===== config.mk =====
export PLATFORM = sky130hd
export DESIGN_NAME = adder_share_arbiter
export DESIGN_NICKNAME = d
export VERILOG_FILES = /design/src/rtl/adder_share_arbiter.sv
export SDC_FILE = /design/constraint.sdc
export NUM_CORES = 1
export LEC_CHECK = 0
export ABC_AREA = 1
export CAP_MARGIN = 25
export CORE_AREA = 2 2 169 171
export DETAILED_ROUTE_END_ITERATION = 10
export DIE_AREA = 0 0 171 173
export GPL_ROUTABILITY_DRIVEN = 0
export PLACE_DENSITY = 0.69
export SYNTH_ARGS = -nofsm -noshare
export SYNTH_HDL_FRONTEND = slang
export SYNTH_SLANG_ARGS = --single-unit

===== constraint.sdc =====
create_clock -name clk -period 4.74 [get_ports clk]
set_clock_uncertainty 0.15 [all_clocks]
set_input_delay 0.711 -clock clk [delete_from_list [all_inputs] [get_ports clk]]
set_output_delay 0.711 -clock clk [all_outputs]
set_load 0.02 [all_outputs]

===== src/rtl/adder_share_arbiter.sv =====
// Round-robin arbiter that time-shares one external combinational adder among
// NREQ requesters and holds each result in a one-entry tagged response register.
module adder_share_arbiter #(
  parameter int WIDTH = 32,
  parameter int NREQ  = 4,
  parameter int IDW   = $clog2(NREQ)
) (
  input  logic                  clk,
  input  logic                  rst_n,
  input  logic [NREQ-1:0]       req_valid,
  output logic [NREQ-1:0]       req_ready,
  input  logic [NREQ*WIDTH-1:0] req_a,
  input  logic [NREQ*WIDTH-1:0] req_b,
  input  logic [NREQ-1:0]       req_cin,
  output logic [WIDTH-1:0]      add_a,
  output logic [WIDTH-1:0]      add_b,
  output logic                  add_cin,
  input  logic [WIDTH-1:0]      add_s,
  input  logic                  add_cout,
  input  logic                  add_ovf,
  output logic                  rsp_valid,
  input  logic                  rsp_ready,
  output logic [IDW-1:0]        rsp_id,
  output logic [WIDTH-1:0]      rsp_s,
  output logic                  rsp_cout,
  output logic                  rsp_ovf,
  output logic [31:0]           issue_cnt
);

  localparam logic [IDW:0] NREQ_W = (IDW+1)'(NREQ);

  logic [IDW-1:0]    rr_ptr_q, rr_ptr_d;
  logic              rsp_valid_q, rsp_valid_d;
  logic [IDW-1:0]    rsp_id_q, rsp_id_d;
  logic [WIDTH-1:0]  rsp_s_q, rsp_s_d;
  logic              rsp_cout_q, rsp_cout_d;
  logic              rsp_ovf_q, rsp_ovf_d;
  logic [31:0]       issue_cnt_q, issue_cnt_d;

  logic [2*NREQ-1:0] dbl_valid;
  logic [NREQ-1:0]   rot_valid;
  logic              grant_found;
  logic [IDW:0]      grant_off;
  logic [IDW:0]      grant_sum;
  logic [IDW-1:0]    grant_idx;
  logic [IDW:0]      next_ptr;
  logic              can_issue;
  logic              accept;

  // Rotate the request vector so bit 0 is the requester at rr_ptr; the first
  // set bit then gives the offset of the winner from the pointer.
  always_comb begin
    dbl_valid   = {req_valid, req_valid} >> rr_ptr_q;
    rot_valid   = dbl_valid[NREQ-1:0];
    grant_found = 1'b0;
    grant_off   = '0;
    for (int unsigned k = 0; k < NREQ; k++) begin
      if (!grant_found && rot_valid[k]) begin
        grant_found = 1'b1;
        grant_off   = (IDW+1)'(k);
      end
    end
    if (!rst_n) grant_found = 1'b0;
    grant_sum = {1'b0, rr_ptr_q} + grant_off;
    if (grant_sum >= NREQ_W) grant_sum = grant_sum - NREQ_W;
    grant_idx = grant_sum[IDW-1:0];
  end

  always_comb begin
    can_issue = !rsp_valid_q || rsp_ready;
    accept    = grant_found && can_issue;
    req_ready = '0;
    if (accept) req_ready[grant_idx] = 1'b1;
    add_a   = '0;
    add_b   = '0;
    add_cin = 1'b0;
    if (grant_found) begin
      add_a   = req_a[grant_idx*WIDTH +: WIDTH];
      add_b   = req_b[grant_idx*WIDTH +: WIDTH];
      add_cin = req_cin[grant_idx];
    end
  end

  always_comb begin
    next_ptr    = {1'b0, grant_idx} + 1'b1;
    if (next_ptr >= NREQ_W) next_ptr = '0;
    rr_ptr_d    = rr_ptr_q;
    rsp_valid_d = rsp_valid_q;
    rsp_id_d    = rsp_id_q;
    rsp_s_d     = rsp_s_q;
    rsp_cout_d  = rsp_cout_q;
    rsp_ovf_d   = rsp_ovf_q;
    issue_cnt_d = issue_cnt_q;
    if (accept) begin
      rsp_valid_d = 1'b1;
      rsp_id_d    = grant_idx;
      rsp_s_d     = add_s;
      rsp_cout_d  = add_cout;
      rsp_ovf_d   = add_ovf;
      rr_ptr_d    = next_ptr[IDW-1:0];
      issue_cnt_d = issue_cnt_q + 32'd1;
    end else if (rsp_valid_q && rsp_ready) begin
      rsp_valid_d = 1'b0;
    end
  end

  always_ff @(posedge clk or negedge rst_n) begin
    if (!rst_n) begin
      rr_ptr_q    <= '0;
      rsp_valid_q <= 1'b0;
      rsp_id_q    <= '0;
      rsp_s_q     <= '0;
      rsp_cout_q  <= 1'b0;
      rsp_ovf_q   <= 1'b0;
      issue_cnt_q <= '0;
    end else begin
      rr_ptr_q    <= rr_ptr_d;
      rsp_valid_q <= rsp_valid_d;
      rsp_id_q    <= rsp_id_d;
      rsp_s_q     <= rsp_s_d;
      rsp_cout_q  <= rsp_cout_d;
      rsp_ovf_q   <= rsp_ovf_d;
      issue_cnt_q <= issue_cnt_d;
    end
  end

  assign rsp_valid = rsp_valid_q;
  assign rsp_id    = rsp_id_q;
  assign rsp_s     = rsp_s_q;
  assign rsp_cout  = rsp_cout_q;
  assign rsp_ovf   = rsp_ovf_q;
  assign issue_cnt = issue_cnt_q;

endmodule


==> results.cfg, run 1 <==
[status]
status = finished, final reports clean

[cells_and_area]
finalNonFillerCells = 1862
fill_cells = 2861
areaGrowthSynthToFinish_pct = 80.5
final_area_um2 = 11600
nNetsFinal = 1782
postLayoutCoreUtil_pct = 42.1
drive_above_1_share_pct = 4.32

[sta]
slew_headroom_pct = 40.1
setup_viol = 0
fin_hold_ws_ps = 329
maxSlewViolCount = 0
hold_viol = 0
tightest_slew_ps = 898
post-route-min-period_ps = 4490
max_freq_mhz = 223
post-route-period-util_pct = 94.8

[pwr]
switching_share_pct = 51.9
clock_power_share_pct = 8.4
p_int_uw = 4290
ir_drop_mv = 0.554
p_leak_uw = 0.00545
p_comb_share_pct = 81.5
powerDensity_nw_per_um2 = 767
p_switching_uw = 4630
seqPwrFrac_pct = 10.1
total_power_uw = 8930

[worst_hold_path]
worstHoldEndpoint = rsp_s[18]
worstHoldPathCells = 2
hp-start = rsp_s[18]
hp-class = register to register

[drt]
finalWirelength_mm = 29.9
dr_total_vias = 8418
drt_iter0_drc = 503
drc = 0
wire_per_inst_um = 16.1
drtAntennaViolNets = 0
via_per_inst = 4.52
dr.pass1.iters = 5

[placement]
placed_cells = 1844
dp_hpwl_mm = 23.0
numPortBuffers = 438
dpl_cell_area_um2 = 11300

[worst_setup_path]
r2r-end = rr_ptr_q[1]
crit_path_end_kind = primary output
critical_path_class = input port to primary output
cp.required_ps = 3880
reg2reg_depth = 13
reg2reg_from = rr_ptr_q[0]
rrSetupSlack_ps = 1990
critPathMaxFanout = 20
start_kind = input port
arrival_ps = 3630

[global_route]
grt_max_degree = 72
grt_pass1_wl_mm = 44.7
antenna_found_initial = 3
overflow = 0
grt_pass1_vias = 8048
grt_util_all_layers_pct = 19.0

[synthesis]
synth-seq-cells = 71
synth_nets = 1372
synth.area.top_cells = nand2_1 (31%), dfrtp_1 (28%), mux2i_1 (10%)
synth-warning-count = 0
yosys.area.top_type = nand2_1
synthArstFlopShare_pct = 100
synth_edf_count = 0
synthTopCellsByCount = nand2_1 (532), nor2_1 (112), nand3_1 (78), dfrtp_1 (71)
syn_area_per_cell_um2 = 6.04
ys_types = 24
synthMostInstantiatedCell = nand2_1
seq_area_frac_synth_pct = 27.6
synthCells = 1068
synth_ff_type = dfrtp_1
synth_top_area_share_pct = 31.0
syn_area_um2 = 6450

[clock_network]
cts.sinks = 71
cts_max_path_buffers = 2
clkTransAtPathRegs_ps = 60
insertion_delay_ps = 340
root_buffer = clkbuf_16
numCtsBuffers = 9
htree_num_levels = 3
cts_tree = built

[die]
dieHeight_um = 173
io_pins = 439
die_x_um = 171
die-area_um2 = 29600
coreArea_um2 = 27600
start_util_pct = 23.3
num_rows = 61

[job]
drv_cap = 0
==> routing by layer <==
layer | share of wire, % | track usage [%] | wire, µm
met1 | 41 | 23.8 | 12200
met2 | 49 | 32.7 | 14600
met3 | 8.4 | 4.23 | 2510
met4 | 2.0 | 4.87 | 588
met5 | 0.053 | 0 | 16
==> power groups by stage <==
stage          logic [µW]  clock network (µW)  registers (µW)
2_1_floorplan        4280                   0            1060
3_3_place_gp         7180                   0             901
3_5_place_dp         7220                   0             906
4_1_cts              7240                 775             901
5_1_grt              7920                 801             925
6_report             7270                 751             903
==> per-stage QoR <==
stage / setup WS, ps / setup TNS, ps
floorplan: 1330 / 0
global placement: 99.8 / 0
detailed placement: 57.1 / 0
CTS: 56.6 / 0
global route: -3.32 / -3.32
finish: 248 / 0
==> area by class of cell <==
type	count	area (µm²)	area share, %
clock inverters	7	105	0.903
multi-input cells	909	4270	36.7
well taps	378	473	4.06
clock buffers	9	225	1.93
diodes	1	2.50	0.0215
inverters	17	63.8	0.548
repair buffers	470	4720	40.6
flip-flops and latches	71	1780	15.3
==> kinds of logic after synthesis <==
family                   share of synthesized area (%)
adder cells (fa/ha/maj)                          0.582
XOR/XNOR                                          4.07
flip-flops                                        27.6
buffers and inverters                             7.04
multiplexers                                      10.1
AO/OA/AOI/OAI                                     5.70
AND/OR/NAND/NOR                                   45.0
==> flip-flops by register name, indices dropped and copies added (netlist names) <==
| register | flops |
|---|---|
| issue_cnt | 32 |
| rr_ptr_q | 2 |
| rsp_cout | 1 |
| rsp_id | 2 |
| rsp_ovf | 1 |
| rsp_s | 32 |
| rsp_valid | 1 |
==> worst max-delay path, stage by stage <==
cell	delay [ps]
clkdlybuf4s50_1	440
nand2_1	110
nand3_1	70
nand2_1	110
nand3_1	70
a21boi_1	210
ha_4	200
xnor2_4	160
inv_1	110
nand2_4	240
buf_6	250
a21oi_1	90
nor2_1	180
clkdlybuf4s50_1	660
==> placed cells by master (no fill, tap or decap), drive strengths merged <==
cell / n
nand2: 534
clkdlybuf4s50: 434
nor2: 112
nand3: 81
dfrtp: 71
a21oi: 65
mux2i: 65
buf: 35
inv: 19
xor2: 18
xnor2: 12
nor3: 9
clkbuf: 9
o21ai: 7
ha: 3
bufinv: 2
clkinv: 2
diode: 1
a21boi: 1
nand4: 1
nand3b: 1
clkinvlp: 1
dlymetal6s2s: 1
==> what timing repair did <==
action / 4_1_cts / 5_1_grt
hold buffers: 0 / 0
setup endpoints to repair: 0 / 59
setup buffers: 0 / 0
gates resized for setup: 0 / 5
==> worst max-delay path by stage <==
| stage | cells past startpoint | end | startpoint |
|---|---|---|---|
| 2_1_floorplan | 14 | add_a[23] | req_valid[1] |
| 3_5_place_dp | 14 | add_b[0] | req_valid[0] |
| 5_1_grt | 14 | add_b[20] | req_valid[0] |
| 4_1_cts | 14 | add_b[0] | req_valid[0] |
| 6_report | 14 | add_b[20] | req_valid[0] |
| 3_3_place_gp | 14 | add_b[0] | req_valid[1] |
Power figures use the tool's default switching activity.
==> run 2: changes to the inputs <==
HOLD_SLACK_MARGIN = 0.08   (was default)
MAX_ROUTING_LAYER = met4   (was default)
==> run 2 against run 1 <==
Total power grew 0.23%. Largest power group unchanged. Via count rose by 0.21%. Clock power barely moved. Non-clock buffer count is the same. Critical path depth stayed put. Utilization barely moved. Flip-flop and latch count is the same. Wire length rose by 0.26%. Critical endpoint unchanged. Combinational power barely moved. Final area about the same.
==> results.cfg, run 2 (synthesis gave the netlist of run 1 again) <==
[die]
io_pins = 439
num_rows = 61
dieHeight_um = 173
coreArea_um2 = 27600
start_util_pct = 23.3
die_x_um = 171
die-area_um2 = 29600

[placement]
placed_cells = 1844
dp_slack_ps = 57.1
dp_hpwl_mm = 23.0
numPortBuffers = 438

[cells_and_area]
layout.cells.most_common = nand2_1
finalNonFillerCells = 1863
drive_above_1_share_pct = 4.32
final_cell_mix = nand2_1 (532), clkdlybuf4s50_1 (434), nor2_1 (112)
nNetsFinal = 1782
areaGrowthSynthToFinish_pct = 80.6

[sta]
slew_headroom_pct = 40.1
setup_tns_ps = 0
fin_ws_ps = 239
tightest_slew_ps = 898
hold_viol = 0
post-route-period-util_pct = 95.0
setup_viol = 0
maxSlewViolCount = 0
post-route-min-period_ps = 4500
max_freq_mhz = 222

[pwr]
ir_drop_mv = 0.562
total_power_uw = 8950
p_switching_uw = 4650
clock_power_share_pct = 8.4
switching_share_pct = 52.0
p_leak_uw = 0.00545
seqPwrFrac_pct = 10.1
p_int_uw = 4290
powerDensity_nw_per_um2 = 768
p_comb_share_pct = 81.5

[global_route]
overflow = 0
grt_pass1_vias = 8045
grt_util_all_layers_pct = 19.6
antenna_found_initial = 3
grt_max_degree = 72
grt_pass1_wl_mm = 44.7

[clock_network]
clkTransAtPathRegs_ps = 60
cts_max_path_buffers = 2
insertion_delay_ps = 340
cts.sinks = 71
root_buffer = clkbuf_16
numCtsBuffers = 9
cts_tree = built
cts.hold.buffers_added = 0
cts_setup_buffers = 0
htree_num_levels = 3

[worst_setup_path]
r2r-end = rr_ptr_q[1]
crit_path_end_kind = primary output
critical_path_class = input port to primary output
critPathMaxFanout = 20
arrival_ps = 3640
reg2reg_depth = 13
rrSetupSlack_ps = 1970
reg2reg_from = rr_ptr_q[0]
start_kind = input port
cp.required_ps = 3880
worstSetupStartpoint = req_valid[0]

[job]
drv_cap = 0

[drt]
drc = 0
met2_length_mm = 14.5
dr.pass1.iters = 5
via_per_inst = 4.53
dr_total_vias = 8436
finalWirelength_mm = 30.0
highest_layer = met4
wire_per_inst_um = 16.1
routed-wl-met3_mm = 2.35
routedLengthMet1_mm = 12.5
drtAntennaViolNets = 0
drt_iter0_drc = 450

[worst_hold_path]
hp-start = rsp_s[18]
worstHoldEndpoint = rsp_s[18]
hp-class = register to register
worstHoldPathCells = 2

[status]
status = finished, final reports clean
==> run 2: area by class of cell <==
class                      count  area (µm²)
clock buffer                   9         225
multi-input combinational    909        4270
inverter                      17        63.8
fill                        2861       16000
sequential                    71        1780
timing repair buffer         470        4720
antenna                        2        5.00
clock inverter                 7         105
tap                          378         473
==> run 2: worst max-delay path by stage <==
stage           endpoint  slack [ps]  cells after the start
2_1_floorplan  add_a[23]        1330                     14
3_3_place_gp    add_b[0]         100                     14
3_5_place_dp    add_b[0]          60                     14
4_1_cts         add_b[0]          60                     14
5_1_grt        add_b[20]        -0.9                     14
6_report       add_b[20]         240                     14
==> run 2: worst max-delay path: stages <==
cell             delay, ps
clkdlybuf4s50_1        440
nand2_1                110
nand3_1                 70
nand2_1                110
nand3_1                 70
a21boi_1               210
ha_4                   200
xnor2_4                160
inv_1                  110
nand2_4                240
buf_6                  250
a21oi_1                 90
nor2_1                 190
clkdlybuf4s50_1        660
==> run 2: repair_timing <==
action                     CTS  global route
setup endpoints to repair    0            59
gates resized for setup      0             5
hold endpoints to repair     0             0
==> run 2: power groups by stage <==
stage | clock, µW | sequential [µW] | combinational (µW)
CTS | 775 | 901 | 7240
detailed placement | 0 | 906 | 7220
global placement | 0 | 901 | 7180
global route | 802 | 925 | 7920
floorplan | 0 | 1060 | 4280
finish | 754 | 904 | 7290
==> run 2: routing by layer <==
metal	vias to the layer above	global-route usage, %
li1	4203	-
met1	3839	24.2
met5	-	-
met3	42	3.80
met4	0	5.16
met2	352	32.5
==> run 2: per-stage QoR <==
step | utilization [%] | hold WS (ps) | cell area [µm²]
after global placement | 40.8 | 311 | 11300
final | 42.1 | 331 | 11600
after floorplan | - | 265 | 6450
after global routing | 42.1 | 348 | 11600
after CTS | 42.0 | 336 | 11600
after detailed placement | 40.8 | 318 | 11300
